`src/rtl/divider.sv`:
```
// ============================================================================
// Module   : divider
// Purpose  : Divides CLK by DIV into a registered CLK_OUT; optional one-cycle
//            TICK per output period, compiled in when DIVIDER_TICK_EN is defined.
// Revision : 1.0
// ============================================================================
`default_nettype none

module divider #(
    parameter int DIV   = 40000,
    parameter int CNT_W = $clog2(DIV)
) (
    input  logic CLK,
    input  logic RST_N,
    input  logic EN,
    output logic CLK_OUT
`ifdef DIVIDER_TICK_EN
    ,
    output logic TICK
`endif
);

    // Ratios below 2 collapse to 2; counter is widened if CNT_W is too small.
    localparam int D_EFF = (DIV < 2) ? 2 : DIV;
    localparam int W     = (CNT_W < $clog2(D_EFF)) ? $clog2(D_EFF) : CNT_W;
    localparam logic [W-1:0] LAST = W'(D_EFF - 1);
    localparam logic [W-1:0] HALF = W'(D_EFF / 2);

    logic [W-1:0] cnt;
    logic [W-1:0] cnt_next;

    always_comb begin
        cnt_next = cnt + W'(1);
        if (cnt == LAST) begin
            cnt_next = '0;
        end
    end

    // CLK_OUT follows the value the counter takes on this edge.
    always_ff @(posedge CLK or negedge RST_N) begin
        if (!RST_N) begin
            cnt     <= '0;
            CLK_OUT <= 1'b0;
        end else if (EN) begin
            cnt     <= cnt_next;
            CLK_OUT <= (cnt_next >= HALF);
        end
    end

`ifdef DIVIDER_TICK_EN
    always_ff @(posedge CLK or negedge RST_N) begin
        if (!RST_N) begin
            TICK <= 1'b0;
        end else begin
            TICK <= EN && (cnt_next == LAST);
        end
    end
`endif

endmodule

`default_nettype wire

```
`config.mk`:
```
export PLATFORM = sky130hd
export DESIGN_NAME = divider
export DESIGN_NICKNAME = d
export VERILOG_FILES = /design/src/rtl/divider.sv
export SDC_FILE = /design/constraint.sdc
export NUM_CORES = 1
export LEC_CHECK = 0
export CORE_MARGIN = 2
export CORE_UTILIZATION = 45
export DETAILED_ROUTE_END_ITERATION = 10
export PLACE_DENSITY = 0.62
export SLEW_MARGIN = 20
export SYNTH_ARGS = -nofsm -noshare
export SYNTH_HDL_FRONTEND = slang
export SYNTH_SLANG_ARGS = --single-unit
```
`constraint.sdc`:
```
create_clock -name CLK -period 7.1 [get_ports CLK]
set_input_delay 0.71 -clock CLK [delete_from_list [all_inputs] [get_ports CLK]]
set_output_delay 0.71 -clock CLK [all_outputs]
set_load 0.02 [all_outputs]
```
==> results of run 1 <==
==> flip-flops by register name (all words and copies together), names as in the netlist <==
register,count
CLK_OUT,1
cnt,16
==> power by group <==
part | leakage, nW | internal [mW] | switching (mW)
logic | 0.180 | 0.0207 | 0.0225
registers | 0.215 | 0.112 | 0.0312
clock network | 0.0150 | 0.0219 | 0.0324
==> worst reg2reg max path, stage by stage, from the launching register on <==
cell and delay, ns:
dfrtp_1 0.48, ha_1 0.35, nand3_1 0.18, or4_1 0.52, or4b_1 0.52, a211oi_1 0.23, a2111oi_0 0.10, o41ai_1 0.09
==> Yosys cell counts, types with 3 or more instances <==
| master | count | area, sq um |
|---|---|---|
| nand2_1 | 16 | 60.1 |
| nor3_1 | 4 | 20.0 |
| nor4_1 | 5 | 31.3 |
| nand2b_1 | 3 | 18.8 |
| buf_2 | 4 | 20.0 |
| a31oi_1 | 3 | 18.8 |
| dfrtp_1 | 17 | 425 |
| xnor2_1 | 10 | 87.6 |
| nand3_1 | 7 | 35.0 |
| nand4_1 | 4 | 25.0 |
| o21ai_0 | 11 | 55.1 |
| o31ai_1 | 3 | 22.5 |
| nor2_1 | 4 | 15.0 |
| clkbuf_1 | 4 | 15.0 |
| inv_1 | 3 | 11.3 |
==> logic make-up after synthesis <==
group	after synthesis	synth area share (%)
buffers and inverters	12	4.66
flip-flops	17	38.7
AND/OR/NAND/NOR	55	28.2
AO/OA/AOI/OAI	30	17.6
adder cells (fa/ha/maj)	1	1.14
multiplexers	1	0.910
XOR/XNOR	11	8.76
==> worst max path at each step <==
| stage | to | cells past startpoint |
|---|---|---|
| after floorplan | CLK_OUT$_DFFE_PN0P_ | 8 |
| after global placement | CLK_OUT$_DFFE_PN0P_ | 4 |
| after detailed placement | CLK_OUT$_DFFE_PN0P_ | 4 |
| after CTS | CLK_OUT$_DFFE_PN0P_ | 7 |
| after global routing | CLK_OUT$_DFFE_PN0P_ | 7 |
| final | CLK_OUT$_DFFE_PN0P_ | 7 |
==> cells in the final DEF (no fill, tap or decap), drive strengths merged, types with 3 or more instances in the layout <==
cell type,n
clkdlybuf4s50,3
nor3,4
nor2,4
nand3,7
inv,3
xnor2,10
nand2b,3
o31ai,3
nand4,5
a31oi,3
nand2,16
clkbuf,4
o21ai,11
dfrtp,17
nor4,5
==> stage by stage <==
| stage | worst slack [ns] | std cells | hold slack, ns |
|---|---|---|---|
| after CTS | 4.53 | 154 | 0.564 |
| after global routing | 4.38 | 154 | 0.589 |
| final | 4.51 | 154 | 0.563 |
| after detailed placement | 4.52 | 150 | 0.540 |
| after global placement | 4.57 | 150 | 0.538 |
| after floorplan | 4.78 | 127 | 0.414 |
==> routing by layer <==
layer	share of wire, %	up-vias
met5	0	-
met1	49	460
met4	1.6	0
li1	-	474
met2	46	22
met3	3.8	4
==> area by class of cell <==
| type | count | area (sq um) | area share, % |
|---|---|---|---|
| tap | 28 | 35.0 | 3.02 |
| clock buffer | 4 | 26.3 | 2.27 |
| timing repair buffer | 4 | 37.5 | 3.24 |
| inverter | 3 | 11.3 | 0.972 |
| sequential | 17 | 425 | 36.7 |
| multi-input combinational | 98 | 623 | 53.8 |
==> impl_metrics.yaml, run 1 <==
clock_tree:
  numCtsBuffers: 3
  cts_setup_buffers: 0
  hold_buffers: 0
  clock_sinks: 17
  clockBufferDepth: 2
  clk_pin_slew_ns: 0.11
  insertion_delay_ns: 0.30
  clock-root-buffer: "clkbuf_4"
  cts_tree: "built"
  cts_resized: 0
  cts_htree_levels: 1
timing:
  fmax_mhz: 386
  hold_viol_final: 0
  setup_viol: 0
  skew_ns: 0.00658
  slew_violations: 0
  post-route-period-util_pct: 36.5
  layout_min_cycle_time_ns: 2.59
  slew_headroom_pct: 37.7
  tns_ns: 0
  rsz0062_at_grt: "no"
  worst_slew_pin_slew_ns: 0.926
critical_path:
  cp_data_required_time_ns: 7.29
  rr_worst_depth: 7
  slowest_stage: "or4_1"
  cpLargestDelayFamily: "simple AND/OR/NAND/NOR gates"
  r2r_slack_ns: 4.51
  crit_buf_inv: 0
  crit_chain: "ha_1 > nand3_1 > or4_1 > or4b_1 > a211oi_1 > a2111oi_0 > o41ai_1"
  crit_path_start_kind: "flip-flop"
  crit_start: "cnt[1]$_DFFE_PN0P_"
  path_max_fanout: 8
  reg2reg_from: "cnt[1]$_DFFE_PN0P_"
  crit_path_end_kind: "flip-flop"
  critPathMaxStageDelay_ns: 0.52
  reg2reg_to: "CLK_OUT$_DFFE_PN0P_"
  cp.arrival_ns: 2.78
  worstSetupPathType: "reg2reg"
pwr:
  p_total_mw: 0.241
  p_per_area_mw_per_mm2: 208
  leakagePower_nw: 0.410
  ir_drop_v: 0.000103
layout:
  utilization_pct: 51.4
  n_fill_cell: 229
  finalInstanceArea_sq_mm: 0.00116
  final_nets: 131
  area_delta_synth_final_pct: 5.35
  drive_above_1_share_pct: 3.97
  antenna_cells: 0
synthesis:
  syn_nets: 131
  synth_edf_count: 0
  ys_async_sr_fraction_pct: 100
  synth_seq_cells: 17
  synth_cells: 127
  synth.avg_cell_area_sq_um: 8.66
  ys_seq_area_share_pct: 38.7
  synthDistinctLibCells: 38
  synth_ff_type: "dfrtp_1"
  yosys_warnings: 0
  syn_area_sq_mm: 0.00110
worst_hold_path:
  min_to: "cnt[15]$_DFFE_PN0P_"
  hold_class: "reg2reg"
  min_from: "cnt[15]$_DFFE_PN0P_"
  hold-path-cell-count: 1
route:
  routed_wl_um: 2390
  drt_iter0_drc: 29
  drtAntennaViolNets: 0
  via_per_inst: 6.23
  routed-via-count: 960
  first_pass_iters: 4
  routedWlPerCell_um: 15.5
  drc: 0
flow_run:
  max-cap-violations: 0
floorplanning:
  rows: 17
  die_area_sq_mm: 0.00286
  fp.dieW_um: 53.4
  core_area_sq_mm: 0.00225
  dieHeight_um: 53.4
  initial_core_util_pct: 48.8
  io_pins: 4
global_routing:
  grt-busiest-layer: "met2"
  use_met2_pct: 31.7
  met1_usage_pct: 26.5
  grt_pass1_wl_um: 4100
  grt_use_met3_pct: 2.54
  grtUsageTotal_pct: 20.2
  grt_pass1_vias: 895
  antenna_found_initial: 0
  grt_max_degree: 18
  grt-ovfl-total: 0
status:
  outcome: "finished, final reports clean"
placed_design:
  routabilityCongestion: 0.980
  portBuffers: 3
  dp_hpwl_um: 1740
  placed_area_sq_mm: 0.00113
(Power assumes the default switching activity.)
==> run 2: changes to the inputs <==
==> constraint.sdc (replaced) <==
create_clock -name CLK -period 2.69 [get_ports CLK]
set_input_delay 0.269 -clock CLK [delete_from_list [all_inputs] [get_ports CLK]]
set_output_delay 0.269 -clock CLK [all_outputs]
set_load 0.02 [all_outputs]
==> run 2 against run 1 <==
Effect of this change: via count is 0.31% lower; sequential share of layout area is 0.93 points lower; count of clock-buffer cells in the layout unchanged; final area up 2.6%; clock skew is 0.0018 ns higher; maximum frequency increased by 7.6%; clock power increased to 2.5 times the previous value; largest power group unchanged; largest cell class unchanged; critical path type unchanged.
==> impl_metrics.yaml, run 2 (synthesis results as in run 1) <==
layout:
  final_nets: 135
  top_register: "cnt"
  final_common_cell: "dfrtp_1"
  seq_area_sq_um: 425
  fin_cells: 158
  n_fill_cell: 234
  multi_input_area_sq_um: 623
  largest_register_ffs: 16
  layout_common_cells: "17 x dfrtp_1, 16 x nand2_1, 11 x o21ai_0, 10 x xnor2_1, 7 x nand3_1"
  area_delta_synth_final_pct: 8.08
  utilization_pct: 52.7
  antenna_cells: 0
  drive_above_1_share_pct: 6.92
  reg.largest.list: "cnt (16), CLK_OUT (1)"
  finalInstanceArea_sq_mm: 0.00119
timing:
  slew_violations: 0
  skew_ns: 0.00839
  tns_ns: 0
  hold_viol_final: 0
  slew_headroom_pct: 49.3
  worst_slew_pin_slew_ns: 0.758
  fmax_mhz: 415
  layout_min_cycle_time_ns: 2.41
  rsz0062_at_grt: "no"
  setup_viol: 0
  post-route-period-util_pct: 89.6
clock_tree:
  insertion_delay_ns: 0.29
  clock-root-buffer: "clkbuf_4"
  clock_sinks: 17
  clockBufferDepth: 2
  cts_resized: 0
  hold_buffers: 0
  clk_pin_slew_ns: 0.10
  cts_tree: "built"
  cts_htree_levels: 1
  cts_setup_buffers: 0
  numCtsBuffers: 3
critical_path:
  cpLargestDelayFamily: "simple AND/OR/NAND/NOR gates"
  crit_path_start_kind: "flip-flop"
  crit_buf_inv: 0
  path_max_fanout: 7
  cp_data_required_time_ns: 2.86
  critPathMaxStageDelay_ns: 0.52
  slowest_stage: "or4b_1"
  crit_chain: "ha_1 > nand3_1 > or4_1 > or4b_1 > a211oi_1 > a2111oi_0 > o41ai_1"
  cp.arrival_ns: 2.58
  crit_path_end_kind: "flip-flop"
  worstSetupPathType: "reg2reg"
global_routing:
  grt_pass1_vias: 910
  grt-ovfl-total: 0
  grt_max_degree: 18
  grt_pass1_wl_um: 4150
  grtUsageTotal_pct: 20.0
  antenna_found_initial: 0
floorplanning:
  rows: 17
  fp.dieW_um: 53.4
  initial_core_util_pct: 48.8
  die_area_sq_mm: 0.00286
  dieHeight_um: 53.4
  io_pins: 4
  core_area_sq_mm: 0.00225
route:
  first_pass_iters: 5
  routed_wl_um: 2410
  drc: 0
  routedWlPerCell_um: 15.3
  routed-via-count: 957
  via_per_inst: 6.06
  drtAntennaViolNets: 0
  drt_iter0_drc: 33
placed_design:
  routabilityCongestion: 0.839
  dp_cells: 154
  portBuffers: 3
  dp_hpwl_um: 1790
  placed_area_sq_mm: 0.00116
status:
  outcome: "finished, final reports clean"
pwr:
  leakagePower_nw: 0.431
  p_total_mw: 0.635
  p_per_area_mw_per_mm2: 535
  ir_drop_v: 0.000414
flow_run:
  max-cap-violations: 0
worst_hold_path:
  hold_class: "in2async"
run 2: changes by cell type in the layout (fill, tap and decap cells not counted), sizes merged:
| cell | before | now |
|---|---|---|
| buf | 1 | 5 |
run 2: final timing paths:
check,startpoint,endpoint,slack [ns],cells after the start
min reg2reg,cnt[15]$_DFFE_PN0P_,cnt[15]$_DFFE_PN0P_,0.55,1
max,cnt[0]$_DFFE_PN0P_,CLK_OUT$_DFFE_PN0P_,0.28,7
min,RST_N,cnt[8]$_DFFE_PN0P_,0.42,1
min in group CLK,cnt[15]$_DFFE_PN0P_,cnt[15]$_DFFE_PN0P_,0.55,1
max reg2reg,cnt[0]$_DFFE_PN0P_,CLK_OUT$_DFFE_PN0P_,0.28,7
max in group asynchronous,RST_N,cnt[10]$_DFFE_PN0P_,1.79,1
run 2: final cells by class:
class / instances / share of cell area [%]
Clock buffer: 4 / 2.21
Timing Repair Buffer: 8 / 5.68
Tap cell: 28 / 2.95
Inverter: 3 / 0.947
Multi-Input combinational cell: 98 / 52.4
Sequential cell: 17 / 35.8
run 2: power by group:
group / internal, mW / leakage, nW / switching [mW] / total [mW]
registers: 0.297 / 0.215 / 0.0812 / 0.378
logic: 0.0582 / 0.201 / 0.0615 / 0.120
clock network: 0.0575 / 0.0150 / 0.0802 / 0.138
total: 0.412 / 0.431 / 0.223 / 0.635
run 2: layer usage:
| layer | part of all wire, % | vias to the layer above | global-route usage, % |
|---|---|---|---|
| met5 | 0 | - | 0 |
| met4 | 0.70 | 0 | 6.41 |
| met3 | 4.6 | 2 | 2.82 |
| met2 | 45 | 17 | 31.1 |
| met1 | 50 | 457 | 28.3 |
| li1 | - | 481 | - |
run 2: through the flow:
step	hold WS [ns]	setup slack, ns
floorplan	-0.0266	0.368
detailed placement	0.522	0.317
finish	0.416	0.279
CTS	0.445	0.279
global route	0.479	0.129
global placement	0.519	0.396
==> run 3: changes to the inputs <==
--- a/config.mk
+++ b/config.mk
@@ -5,11 +5,14 @@
 export SDC_FILE = /design/constraint.sdc
 export NUM_CORES = 1
 export LEC_CHECK = 0
+export CELL_PAD_IN_SITES_DETAIL_PLACEMENT = 0
+export CELL_PAD_IN_SITES_GLOBAL_PLACEMENT = 1
 export CORE_MARGIN = 2
 export CORE_UTILIZATION = 45
 export DETAILED_ROUTE_END_ITERATION = 10
-export PLACE_DENSITY = 0.62
+export PLACE_DENSITY = 0.83
 export SLEW_MARGIN = 20
 export SYNTH_ARGS = -nofsm -noshare
 export SYNTH_HDL_FRONTEND = slang
 export SYNTH_SLANG_ARGS = --single-unit
+export TNS_END_PERCENT = 100
==> run 3 against run 2 <==
Effect of this change: first-iteration DRC count grew 48%; cell count is the same; utilization is the same; highest routed layer unchanged; wire length increased by 0.70%; combinational power is essentially flat; register-to-register slack hardly changed; clock skew grew 0.00083 ns.
==> impl_metrics.yaml, run 3 (synthesis results as in run 1) <==
clock_tree:
  clock-root-buffer: "clkbuf_4"
  cts_resized: 0
  cts_htree_levels: 1
  insertion_delay_ns: 0.29
  cts_setup_buffers: 0
  numCtsBuffers: 3
  clk_pin_slew_ns: 0.11
  clock_sinks: 17
  hold_buffers: 0
  clockBufferDepth: 2
  cts_tree: "built"
placed_design:
  place_ws_ns: 0.338
  dp_cells: 154
  placed_area_sq_mm: 0.00116
  portBuffers: 3
  dp_hpwl_um: 1830
  routabilityCongestion: 0.819
pwr:
  power_switching_mw: 0.225
  p_per_area_mw_per_mm2: 537
  p_int_mw: 0.412
  p_seq_share_pct: 59.3
  switching_share_pct: 35.3
  leakagePower_nw: 0.431
  ir_drop_v: 0.000318
  p_clk_share_pct: 21.9
  p_comb_share_pct: 18.8
route:
  drtAntennaViolNets: 0
  via_per_inst: 6.18
  routed-via-count: 977
  drc: 0
  routedWlPerCell_um: 15.4
  first_pass_iters: 4
  drt_iter0_drc: 49
  routed_wl_um: 2430
critical_path:
  worstSetupPathType: "reg2reg"
  crit_path_start_kind: "flip-flop"
  cp_data_required_time_ns: 2.87
  path_max_fanout: 7
  crit_path_end_kind: "flip-flop"
  cp.arrival_ns: 2.59
global_routing:
  antenna_found_initial: 0
  grt_max_degree: 18
  grt-ovfl-total: 0
  grt_pass1_vias: 905
  grtUsageTotal_pct: 20.3
  grt_pass1_wl_um: 4190
layout:
  antenna_cells: 0
  largest_register_ffs: 16
  finalInstanceArea_sq_mm: 0.00119
  seq_area_sq_um: 425
  drive_above_1_share_pct: 6.92
  area_delta_synth_final_pct: 8.08
  layout_common_cells: "17 x dfrtp_1, 16 x nand2_1, 11 x o21ai_0, 10 x xnor2_1, 7 x nand3_1"
  final_common_cell: "dfrtp_1"
  final_nets: 135
  reg.largest.list: "cnt (16), CLK_OUT (1)"
  n_fill_cell: 218
  top_register: "cnt"
  fin_cells: 158
  multi_input_area_sq_um: 623
floorplanning:
  fp.dieW_um: 53.4
  core_area_sq_mm: 0.00225
  rows: 17
  die_area_sq_mm: 0.00286
  dieHeight_um: 53.4
  io_pins: 4
  initial_core_util_pct: 48.8
timing:
  worst_slew_pin_slew_ns: 0.781
  slew_violations: 0
  setup_viol: 0
  layout_min_cycle_time_ns: 2.42
  post-route-period-util_pct: 89.9
  fmax_mhz: 414
  rsz0062_at_grt: "no"
  fin_ws_ns: 0.272
  skew_ns: 0.00922
  slew_headroom_pct: 47.8
  hold_viol_final: 0
  tns_ns: 0
worst_hold_path:
  hold_class: "in2async"
flow_run:
  max-cap-violations: 0
status:
  outcome: "finished, final reports clean"
[run 3: path summary, 6_finish.rpt]
path,start,to,slack [ns],depth (start not counted)
setup reg to reg,cnt[0]$_DFFE_PN0P_,CLK_OUT$_DFFE_PN0P_,0.27,7
setup / recovery,cnt[0]$_DFFE_PN0P_,CLK_OUT$_DFFE_PN0P_,0.27,7
max in group asynchronous,RST_N,cnt[11]$_DFFE_PN0P_,1.77,1
min in group CLK,cnt[15]$_DFFE_PN0P_,cnt[15]$_DFFE_PN0P_,0.57,1
hold / removal,RST_N,cnt[5]$_DFFE_PN0P_,0.42,1
hold reg to reg,cnt[15]$_DFFE_PN0P_,cnt[15]$_DFFE_PN0P_,0.57,1
[run 3: metal layers]
metal	global-route usage [%]	part of all wire, %	vias up
met5	0	0	-
met3	2.54	5.6	4
li1	-	-	479
met1	30.0	50	461
met4	7.69	0.86	0
met2	29.6	44	33
[run 3: final cells by class]
class | instances | area share [%]
Clock buffer | 4 | 2.21
Tap cell | 28 | 2.95
Inverter | 3 | 0.947
Sequential cell | 17 | 35.8
Multi-Input combinational cell | 98 | 52.4
Timing Repair Buffer | 8 | 5.68
[run 3: power by group through the flow]
stage | Clock, mW | Sequential (mW) | Combinational [mW]
6_report | 0.140 | 0.378 | 0.120
5_1_grt | 0.155 | 0.390 | 0.138
2_1_floorplan | 0 | 0.348 | 0.119
4_1_cts | 0.144 | 0.377 | 0.121
3_3_place_gp | 0 | 0.379 | 0.119
3_5_place_dp | 0 | 0.382 | 0.122
[run 3: per-stage QoR]
stage	power, mW	hold WS (ns)	utilization, %
after floorplan	0.466	-0.0266	-
after global placement	0.498	0.522	51.6
after detailed placement	0.504	0.544	51.6
after CTS	0.643	0.449	52.7
after global routing	0.683	0.504	52.7
final	0.638	0.421	52.7
[run 3: worst max-delay path, stage by stage, from the launching register on]
cell	delay, ns
dfrtp_1	0.49
ha_1	0.21
nand3_1	0.14
or4_1	0.51
or4b_1	0.51
a211oi_1	0.25
a2111oi_0	0.10
o41ai_1	0.09
